`config.mk`:
```
export PLATFORM = sky130hd
export DESIGN_NAME = multdiv_sequencer_flat
export DESIGN_NICKNAME = d
export VERILOG_FILES = /design/src/rtl/multdiv_sequencer_if.sv /design/src/rtl/multdiv_sequencer.sv /design/src/flat_wrapper.sv
export SDC_FILE = /design/constraint.sdc
export NUM_CORES = 1
export LEC_CHECK = 0
export CAP_MARGIN = 10
export CORE_AREA = 2 2 134 136
export DETAILED_ROUTE_END_ITERATION = 16
export DIE_AREA = 0 0 136 138
export GPL_ROUTABILITY_DRIVEN = 0
export PLACE_DENSITY = 0.66
export SLEW_MARGIN = 20
export SYNTH_ARGS = -nofsm -noshare
export SYNTH_HDL_FRONTEND = slang
export SYNTH_SLANG_ARGS = --single-unit
```
`constraint.sdc`:
```
create_clock -name clock -period 3.85 [get_ports clock]
set_clock_uncertainty 0.05 [all_clocks]
set_input_delay 0.385 -clock clock [delete_from_list [all_inputs] [get_ports clock]]
set_output_delay 0.385 -clock clock [all_outputs]
set_load 0.1 [all_outputs]
```
`src/rtl/multdiv_sequencer_if.sv`:
```
// Handshake bundle between the execute stage, the shared multiply/divide
// unit, the writeback mux and the multdiv sequencer.
// The sequencer connects through the slave modport; the surrounding
// pipeline/unit model drives through the master modport.
interface multdiv_sequencer_if #(
    parameter int DATA_W = 32
);
    // Execute-stage decode and register-read operands
    logic              mult_signal;
    logic              div_signal;
    logic              flush;
    logic [DATA_W-1:0] operand_a;
    logic [DATA_W-1:0] operand_b;
    logic [4:0]        dest_reg;

    // Multiply/divide unit response
    logic [DATA_W-1:0] unit_result;
    logic              unit_ready;
    logic              unit_exception;

    // Multiply/divide unit control
    logic              unit_ctrl_mult;
    logic              unit_ctrl_div;
    logic [DATA_W-1:0] unit_a;
    logic [DATA_W-1:0] unit_b;
    logic              unit_abort;

    // Pipeline control and writeback
    logic              stall;
    logic              wb_valid;
    logic [4:0]        wb_reg;
    logic [DATA_W-1:0] wb_data;

    modport slave (
        input  mult_signal, div_signal, flush, operand_a, operand_b, dest_reg,
        input  unit_result, unit_ready, unit_exception,
        output unit_ctrl_mult, unit_ctrl_div, unit_a, unit_b, unit_abort,
        output stall, wb_valid, wb_reg, wb_data
    );

    modport master (
        output mult_signal, div_signal, flush, operand_a, operand_b, dest_reg,
        output unit_result, unit_ready, unit_exception,
        input  unit_ctrl_mult, unit_ctrl_div, unit_a, unit_b, unit_abort,
        input  stall, wb_valid, wb_reg, wb_data
    );
endinterface

```
`src/rtl/multdiv_sequencer.sv`:
```
// Multiply/divide sequencer for the execute stage.
// Catches a mult/div in execute, latches its operands and destination,
// kicks the shared multi-cycle unit, holds the pipeline until the unit
// answers (or a timeout fires), then issues a single writeback. Unit
// exceptions and timeouts are redirected to the status register as an
// exception code instead of the destination register.
module multdiv_sequencer #(
    parameter int                 DATA_W     = 32,
    parameter logic [4:0]         STATUS_REG = 5'd30,
    parameter logic [DATA_W-1:0]  MULT_EXC   = 32'd4,
    parameter logic [DATA_W-1:0]  DIV_EXC    = 32'd5,
    parameter int                 TIMEOUT    = 64
) (
    input  logic                  clock,
    input  logic                  reset,
    multdiv_sequencer_if.slave    bus
);

    typedef enum logic [1:0] {
        IDLE  = 2'd0,
        START = 2'd1,
        BUSY  = 2'd2,
        DONE  = 2'd3
    } state_e;

    // Counter must be able to hold TIMEOUT after its last increment.
    localparam int              CNT_W    = $clog2(TIMEOUT + 1);
    localparam logic [CNT_W-1:0] CNT_LAST = CNT_W'(TIMEOUT - 1);

    state_e              state_q,     state_d;
    logic                op_is_div_q, op_is_div_d;
    logic [DATA_W-1:0]   a_q,         a_d;
    logic [DATA_W-1:0]   b_q,         b_d;
    logic [4:0]          dest_q,      dest_d;
    logic [DATA_W-1:0]   result_q,    result_d;
    logic                exc_q,       exc_d;
    logic                timed_out_q, timed_out_d;
    logic [CNT_W-1:0]    cnt_q,       cnt_d;

    // A new operation is accepted only when execute holds a live mult/div.
    logic                req_go;
    assign req_go = (bus.mult_signal | bus.div_signal) & ~bus.flush;

    // State register and all latched data; async reset clears everything
    // so no stale operand or writeback value is visible after reset.
    always_ff @(posedge clock or posedge reset) begin
        if (reset) begin
            state_q     <= IDLE;
            op_is_div_q <= 1'b0;
            a_q         <= '0;
            b_q         <= '0;
            dest_q      <= '0;
            result_q    <= '0;
            exc_q       <= 1'b0;
            timed_out_q <= 1'b0;
            cnt_q       <= '0;
        end else begin
            state_q     <= state_d;
            op_is_div_q <= op_is_div_d;
            a_q         <= a_d;
            b_q         <= b_d;
            dest_q      <= dest_d;
            result_q    <= result_d;
            exc_q       <= exc_d;
            timed_out_q <= timed_out_d;
            cnt_q       <= cnt_d;
        end
    end

    // Next-state logic: flush beats ready, ready beats timeout in BUSY.
    always_comb begin
        state_d = state_q;
        case (state_q)
            IDLE: begin
                if (req_go) begin
                    state_d = START;
                end
            end
            START: begin
                state_d = bus.flush ? IDLE : BUSY;
            end
            BUSY: begin
                if (bus.flush) begin
                    state_d = IDLE;
                end else if (bus.unit_ready) begin
                    state_d = DONE;
                end else if (cnt_q == CNT_LAST) begin
                    state_d = DONE;
                end
            end
            DONE: begin
                state_d = IDLE;
            end
            default: begin
                state_d = IDLE;
            end
        endcase
    end

    // Operand/result capture, exception flag and BUSY-cycle counter.
    always_comb begin
        op_is_div_d = op_is_div_q;
        a_d         = a_q;
        b_d         = b_q;
        dest_d      = dest_q;
        result_d    = result_q;
        exc_d       = exc_q;
        cnt_d       = cnt_q;
        // Only ever set for the single cycle entering DONE after a timeout.
        timed_out_d = 1'b0;
        case (state_q)
            IDLE: begin
                if (req_go) begin
                    // mult wins when decode flags both
                    op_is_div_d = bus.div_signal & ~bus.mult_signal;
                    a_d         = bus.operand_a;
                    b_d         = bus.operand_b;
                    dest_d      = bus.dest_reg;
                    exc_d       = 1'b0;
                end
            end
            START: begin
                cnt_d = '0;
            end
            BUSY: begin
                cnt_d = cnt_q + CNT_W'(1);
                if (!bus.flush) begin
                    if (bus.unit_ready) begin
                        result_d = bus.unit_result;
                        exc_d    = bus.unit_exception;
                    end else if (cnt_q == CNT_LAST) begin
                        exc_d       = 1'b1;
                        timed_out_d = 1'b1;
                    end
                end
            end
            default: begin
            end
        endcase
    end

    // Outputs: start pulses in START, stall through BUSY, writeback in DONE.
    // A flush abort is raised in the BUSY cycle that sees the flush; a
    // timeout abort coincides with the redirected writeback in DONE.
    always_comb begin
        bus.unit_ctrl_mult = 1'b0;
        bus.unit_ctrl_div  = 1'b0;
        bus.unit_abort     = 1'b0;
        bus.stall          = 1'b0;
        bus.wb_valid       = 1'b0;
        bus.wb_reg         = '0;
        bus.wb_data        = '0;
        bus.unit_a         = a_q;
        bus.unit_b         = b_q;
        case (state_q)
            IDLE: begin
                bus.stall = req_go;
            end
            START: begin
                bus.stall          = 1'b1;
                bus.unit_ctrl_mult = ~bus.flush & ~op_is_div_q;
                bus.unit_ctrl_div  = ~bus.flush &  op_is_div_q;
            end
            BUSY: begin
                bus.stall      = 1'b1;
                bus.unit_abort = bus.flush;
            end
            DONE: begin
                bus.wb_valid   = 1'b1;
                bus.unit_abort = timed_out_q;
                if (exc_q) begin
                    bus.wb_reg  = STATUS_REG;
                    bus.wb_data = op_is_div_q ? DIV_EXC : MULT_EXC;
                end else begin
                    bus.wb_reg  = dest_q;
                    bus.wb_data = result_q;
                end
            end
            default: begin
            end
        endcase
    end

endmodule

```
`src/flat_wrapper.sv`:
```
// flat-port wrapper written by rule: the top's interface ports become plain ports
module multdiv_sequencer_flat 
#(
    parameter int                 DATA_W     = 32,
    parameter logic [4:0]         STATUS_REG = 5'd30,
    parameter logic [DATA_W-1:0]  MULT_EXC   = 32'd4,
    parameter logic [DATA_W-1:0]  DIV_EXC    = 32'd5,
    parameter int                 TIMEOUT    = 64
)
  (clock, reset, bus_mult_signal, bus_div_signal, bus_flush, bus_operand_a, bus_operand_b, bus_dest_reg, bus_unit_result, bus_unit_ready, bus_unit_exception, bus_unit_ctrl_mult, bus_unit_ctrl_div, bus_unit_a, bus_unit_b, bus_unit_abort, bus_stall, bus_wb_valid, bus_wb_reg, bus_wb_data);
  multdiv_sequencer_if #(.DATA_W(DATA_W)) bus_i ();
  input  logic clock;
  input  logic reset;
  input wire logic [$bits(bus_i.mult_signal)-1:0] bus_mult_signal;
  input wire logic [$bits(bus_i.div_signal)-1:0] bus_div_signal;
  input wire logic [$bits(bus_i.flush)-1:0] bus_flush;
  input wire logic [$bits(bus_i.operand_a)-1:0] bus_operand_a;
  input wire logic [$bits(bus_i.operand_b)-1:0] bus_operand_b;
  input wire logic [$bits(bus_i.dest_reg)-1:0] bus_dest_reg;
  input wire logic [$bits(bus_i.unit_result)-1:0] bus_unit_result;
  input wire logic [$bits(bus_i.unit_ready)-1:0] bus_unit_ready;
  input wire logic [$bits(bus_i.unit_exception)-1:0] bus_unit_exception;
  output wire logic [$bits(bus_i.unit_ctrl_mult)-1:0] bus_unit_ctrl_mult;
  output wire logic [$bits(bus_i.unit_ctrl_div)-1:0] bus_unit_ctrl_div;
  output wire logic [$bits(bus_i.unit_a)-1:0] bus_unit_a;
  output wire logic [$bits(bus_i.unit_b)-1:0] bus_unit_b;
  output wire logic [$bits(bus_i.unit_abort)-1:0] bus_unit_abort;
  output wire logic [$bits(bus_i.stall)-1:0] bus_stall;
  output wire logic [$bits(bus_i.wb_valid)-1:0] bus_wb_valid;
  output wire logic [$bits(bus_i.wb_reg)-1:0] bus_wb_reg;
  output wire logic [$bits(bus_i.wb_data)-1:0] bus_wb_data;
  assign bus_i.mult_signal = bus_mult_signal;
  assign bus_i.div_signal = bus_div_signal;
  assign bus_i.flush = bus_flush;
  assign bus_i.operand_a = bus_operand_a;
  assign bus_i.operand_b = bus_operand_b;
  assign bus_i.dest_reg = bus_dest_reg;
  assign bus_i.unit_result = bus_unit_result;
  assign bus_i.unit_ready = bus_unit_ready;
  assign bus_i.unit_exception = bus_unit_exception;
  assign bus_unit_ctrl_mult = bus_i.unit_ctrl_mult;
  assign bus_unit_ctrl_div = bus_i.unit_ctrl_div;
  assign bus_unit_a = bus_i.unit_a;
  assign bus_unit_b = bus_i.unit_b;
  assign bus_unit_abort = bus_i.unit_abort;
  assign bus_stall = bus_i.stall;
  assign bus_wb_valid = bus_i.wb_valid;
  assign bus_wb_reg = bus_i.wb_reg;
  assign bus_wb_data = bus_i.wb_data;
  multdiv_sequencer #(.DATA_W(DATA_W), .STATUS_REG(STATUS_REG), .MULT_EXC(MULT_EXC), .DIV_EXC(DIV_EXC), .TIMEOUT(TIMEOUT)) u_core (.clock(clock), .reset(reset), .bus(bus_i));
endmodule
```
* Word-level counts from Yosys, hierarchy flattened
Index checks and enable logic that the tools add are counted.
** Storage, ports and cells
- Bits in registers :: 113
- Input bits :: 108
** Operators by class
- Add/sub/neg operators :: 1
- Eq/ne operators :: 8
- Muxes and demuxes :: 26
- Bitwise gates (word level) :: 8
- Reduce and logical (&&, ||, !) cells :: 8
** Operators with widths (number)
- $mux 32 :: 2
- $pmux 7 s2 :: 1
- $mux 1 :: 12
- $mux 2 :: 5
- $mux 5 :: 2
- $pmux 2 s4 :: 1
- $add 7x1->7 const B :: 1
- $eq 7x6->1 const B :: 1
- $pmux 1 s2 :: 3
- $and 1x1->1 :: 4
- $eq 2x2->1 const B :: 2
- $ne 4x3->1 const B :: 1
- $reduce_and 2->1 :: 2
- $reduce_and 4->1 :: 1
- $reduce_bool 2->1 :: 2
- $ne 3x2->1 const B :: 1
- $not 1->1 :: 3
- $reduce_and 3->1 :: 1
- $eq 2x1->1 const B :: 1
- $logic_not 2->1 :: 1
- $ne 2x1->1 const B :: 1
- $ne 2x2->1 const B :: 1
- $reduce_or 2->1 :: 1
- $or 1x1->1 :: 1

* Logic depth before layout (Yosys ltp)
- Depth in word-level cells :: 5
- Depth in mapped cells :: 8
- Mapped depth without buffers :: 6

* Worst setup path after synthesis
OpenSTA, ideal clock, no wires.
- Kind :: register -> output
- From :: reg u_core.state_q[0]
- To :: out bus_wb_data[0]
- Arrival :: 2856 ps
- Required time :: 3415 ps
- Path slack :: 559 ps
- Cell stages (with the launch flop) :: 4
- Buffers on the path :: 1
- Path through :: dfrtp_1 ha_1 clkbuf_1 nor2b_1
** On the way
- Word-level cells in the longest chain between the ends :: 2
** RTL lines
- from (decl) :: line multdiv_sequencer.sv:30 : state_e state_q, state_d;
- from (signal assigned) :: line multdiv_sequencer.sv:58 : state_q <= state_d;
- $eq 2x2->1 :: line multdiv_sequencer.sv:155 : case (state_q)
- $mux 32 :: line multdiv_sequencer.sv:155
- to (decl) :: line flat_wrapper.sv:31 : output wire logic [$bits(bus_i.wb_data)-1:0] bus_wb_data;
No other way between the ends.

* Final worst setup path
- From :: reg u_core.state_q[0]
- To :: out bus_wb_reg[3]
** On the way
- Word-level cells in the longest chain between the ends :: 2
** RTL lines
- $eq 2x2->1 :: line multdiv_sequencer.sv:155
- $mux 5 :: line multdiv_sequencer.sv:155
- to (decl) :: line flat_wrapper.sv:30 : output wire logic [$bits(bus_i.wb_reg)-1:0] bus_wb_reg;
No other way between the ends.

==> results.md <==
* Outcome: finished clean
* Hold Worst Slack at 0.427 ns
* Worst slack at placement at 1.16 ns
* # DRC at 0
* Fin crit period at 3.02 ns
* Layout area overhead at 53.5%
* FFs w/ async S/R, synth at 1.00
* Setup crit end kind: primary output
* Worst-path maximum fanout at 10
* Share of layout cells above drive strength 1 at 0.311
* Hold WC Path Type: in2async
* Fmax at 331 MHz
* Synth warn at 0
* Row Count at 49
* Most frequent cells in the layout: 176 x clkdlybuf4s50_1, 113 x dfrtp_1, 69 x mux2_4, 39 x buf_4, 32 x mux2_2
* Top cell type's share of synthesized area at 0.554
* Via count at 3474
* Core area at 17500 µm²
* Post-Synth XOR/XNOR Area at 0
* Commonest non-fill, non-tap cell in the layout: clkdlybuf4s50_1
* Clk sinks at 113
* Sequential area share after synthesis at 0.554
* Die Span Y at 138 µm
* Routed Antenna Nets at 0
* Hpwl dp at 9030 µm
* Worst-skew pair later-pin latency at 0.40 ns
* Number of max-cap violations at 0
* Tcrit/Tclk final at 0.785
* Met3 WL at 764 µm
* Hold buffer count at cts at 0
* Chip width at 136 µm
* Leading area contributor after synthesis: dfrtp_1
* CTS max path bufs at 2
* Largest family of logic cells by synthesized area: multiplexers
* Post-synthesis cell type count at 33
* Setup bufs post-CTS at 0
* Vias per inst at 4.35
* Post-synth EDFFs at 0
* Drt pass-1 iters at 4
* Synth Area in Compound Gates at 0.0311
* Post-synthesis cell area at 5110 µm²
* Fin Setup TNS at 0 ns
* Die area at 18800 µm²
* Port bufs at 213
* Antenna violations before repair at 0
* Detailed Route WL at 12700 µm
* TritonCTS Buffers at 17
* Met2 WL post-DR at 6330 µm
* Mapped Cells at 339
* Adder-cell share of the synthesized area at 0.0147
* Vias in the first global route at 3813
* Setup ws final at 0.829 ns
* Critical path type: reg2out
* Main synth FF type: dfrtp_1
* Multi-input combinational cell area at 2040 µm²
* Yosys reg bits at 113
* Cts repair resizes at 0
* Startpoint Class: register
* WP data required at 3.41 ns
* Grt ovf at 0
* Unrepaired setup endpoints after global routing: no
* Mux cell area share after synthesis at 0.279
* Final max-slew violation count at 0
* First-pass GRT wire length at 19900 µm
* # setup viols final at 0
* FF/Latch Area at 2830 µm²
* Top cells by area, synth: dfrtp_1 55%, mux2_4 20%, mux2_2 7.1%
* Post-DR wirelength/cell at 15.9 µm
* H-tree depth at 4
* TritonCTS clock tree: done
* Mapped Avg Cell Area at 15.1 µm²
* Nets at 671
* Highest metal used: met4
* Final Hold Fails at 0
* Pin count of the biggest net entering global routing at 64
* Post-synthesis simple-gate area fraction at 0.0745
* Actual slew at the worst max-slew pin at 1.03 ns
* First-iteration detailed-routing DRC count at 119
* Syn_nets at 453
* Critical Path AT at 2.59 ns
* Ports at 214
* Root Buffer: clkbuf_16
* Clock transition at path regs at 0.05 ns
* All-Layer GR Usage at 0.137
* Starting Density at 0.291
* Fill cells at 1591
* Wl on met1 at 5340 µm
* Ant diodes at 0
* Slew margin rel. at 0.309
==> flip-flops by register name, summed over array words and instances, names as in the netlist <==
register	cells
u_core.cnt_q	7
u_core.result_q	32
u_core.op_is_div_q	1
u_core.timed_out_q	1
u_core.exc_q	1
u_core.bus.unit_b	32
u_core.state_q	2
u_core.dest_q	5
u_core.bus.unit_a	32
==> cell type report <==
type / instances / share of cell area
inverter: 8 / 0.00415
tap: 229 / 0.0365
clock inverter: 9 / 0.0107
multi-input combinational: 200 / 0.260
clock buffer: 22 / 0.0605
timing repair buffer: 217 / 0.267
sequential: 113 / 0.361
==> final timing paths <==
kind                                                start                                end  slack (ns)  cells past startpoint
setup reg to reg            u_core.state_q[0]$_DFFE_PP0P_  u_core.bus.unit_a[30]$_DFFE_PP0P_        1.41                      6
max in group asynchronous                           reset  u_core.bus.unit_a[25]$_DFFE_PP0P_        2.50                      3
min in group clock         u_core.result_q[6]$_DFFE_PP0P_     u_core.result_q[6]$_DFFE_PP0P_        0.44                      1
setup / recovery            u_core.state_q[0]$_DFFE_PP0P_                      bus_wb_reg[3]        0.83                      3
hold reg to reg            u_core.result_q[6]$_DFFE_PP0P_     u_core.result_q[6]$_DFFE_PP0P_        0.44                      1
hold / removal                                      reset   u_core.bus.unit_a[0]$_DFFE_PP0P_        0.43                      2
==> critical path: stages (launching register included) <==
cell             delay [ns]
dfrtp_1                0.38
ha_1                   0.44
o21a_1                 0.20
clkdlybuf4s50_1        1.16
==> logic make-up (layout without fill, tap and decap cells) <==
family / Yosys count / count (layout)
fa+ha+maj: 6 / 6
buf+inv: 26 / 256
compound gates: 25 / 25
mux: 104 / 104
simple gates: 65 / 65
flops: 113 / 113
==> synthesized netlist by cell type, types with 3 or more instances <==
library cell  instances
a21oi_1               3
and2_1               31
buf_12                8
buf_4                 3
clkbuf_1              6
dfrtp_1             113
ha_1                  6
inv_1                 8
mux2_2               32
mux2_4               69
mux2i_1               3
nand2_1               9
nand3_1               5
nor2_1                6
o21a_1                5
o21ai_0               9
==> per-layer routing <==
layer / track usage / vias up
met3: 0.0451 / 18
met4: 0.0548 / 0
met2: 0.234 / 118
met5: 0 / -
met1: 0.158 / 1729
li1: - / 1609
==> stage by stage <==
step | utilization | area, µm² | cells
2_1_floorplan | - | 5110 | 339
3_3_place_gp | 0.415 | 7280 | 767
3_5_place_dp | 0.415 | 7280 | 767
4_1_cts | 0.447 | 7840 | 798
5_1_grt | 0.447 | 7840 | 798
6_report | 0.447 | 7840 | 798
Power is left out: the tool's default activity adds up to more than one toggle a clock period on the data nets, which glitch-free logic cannot reach.
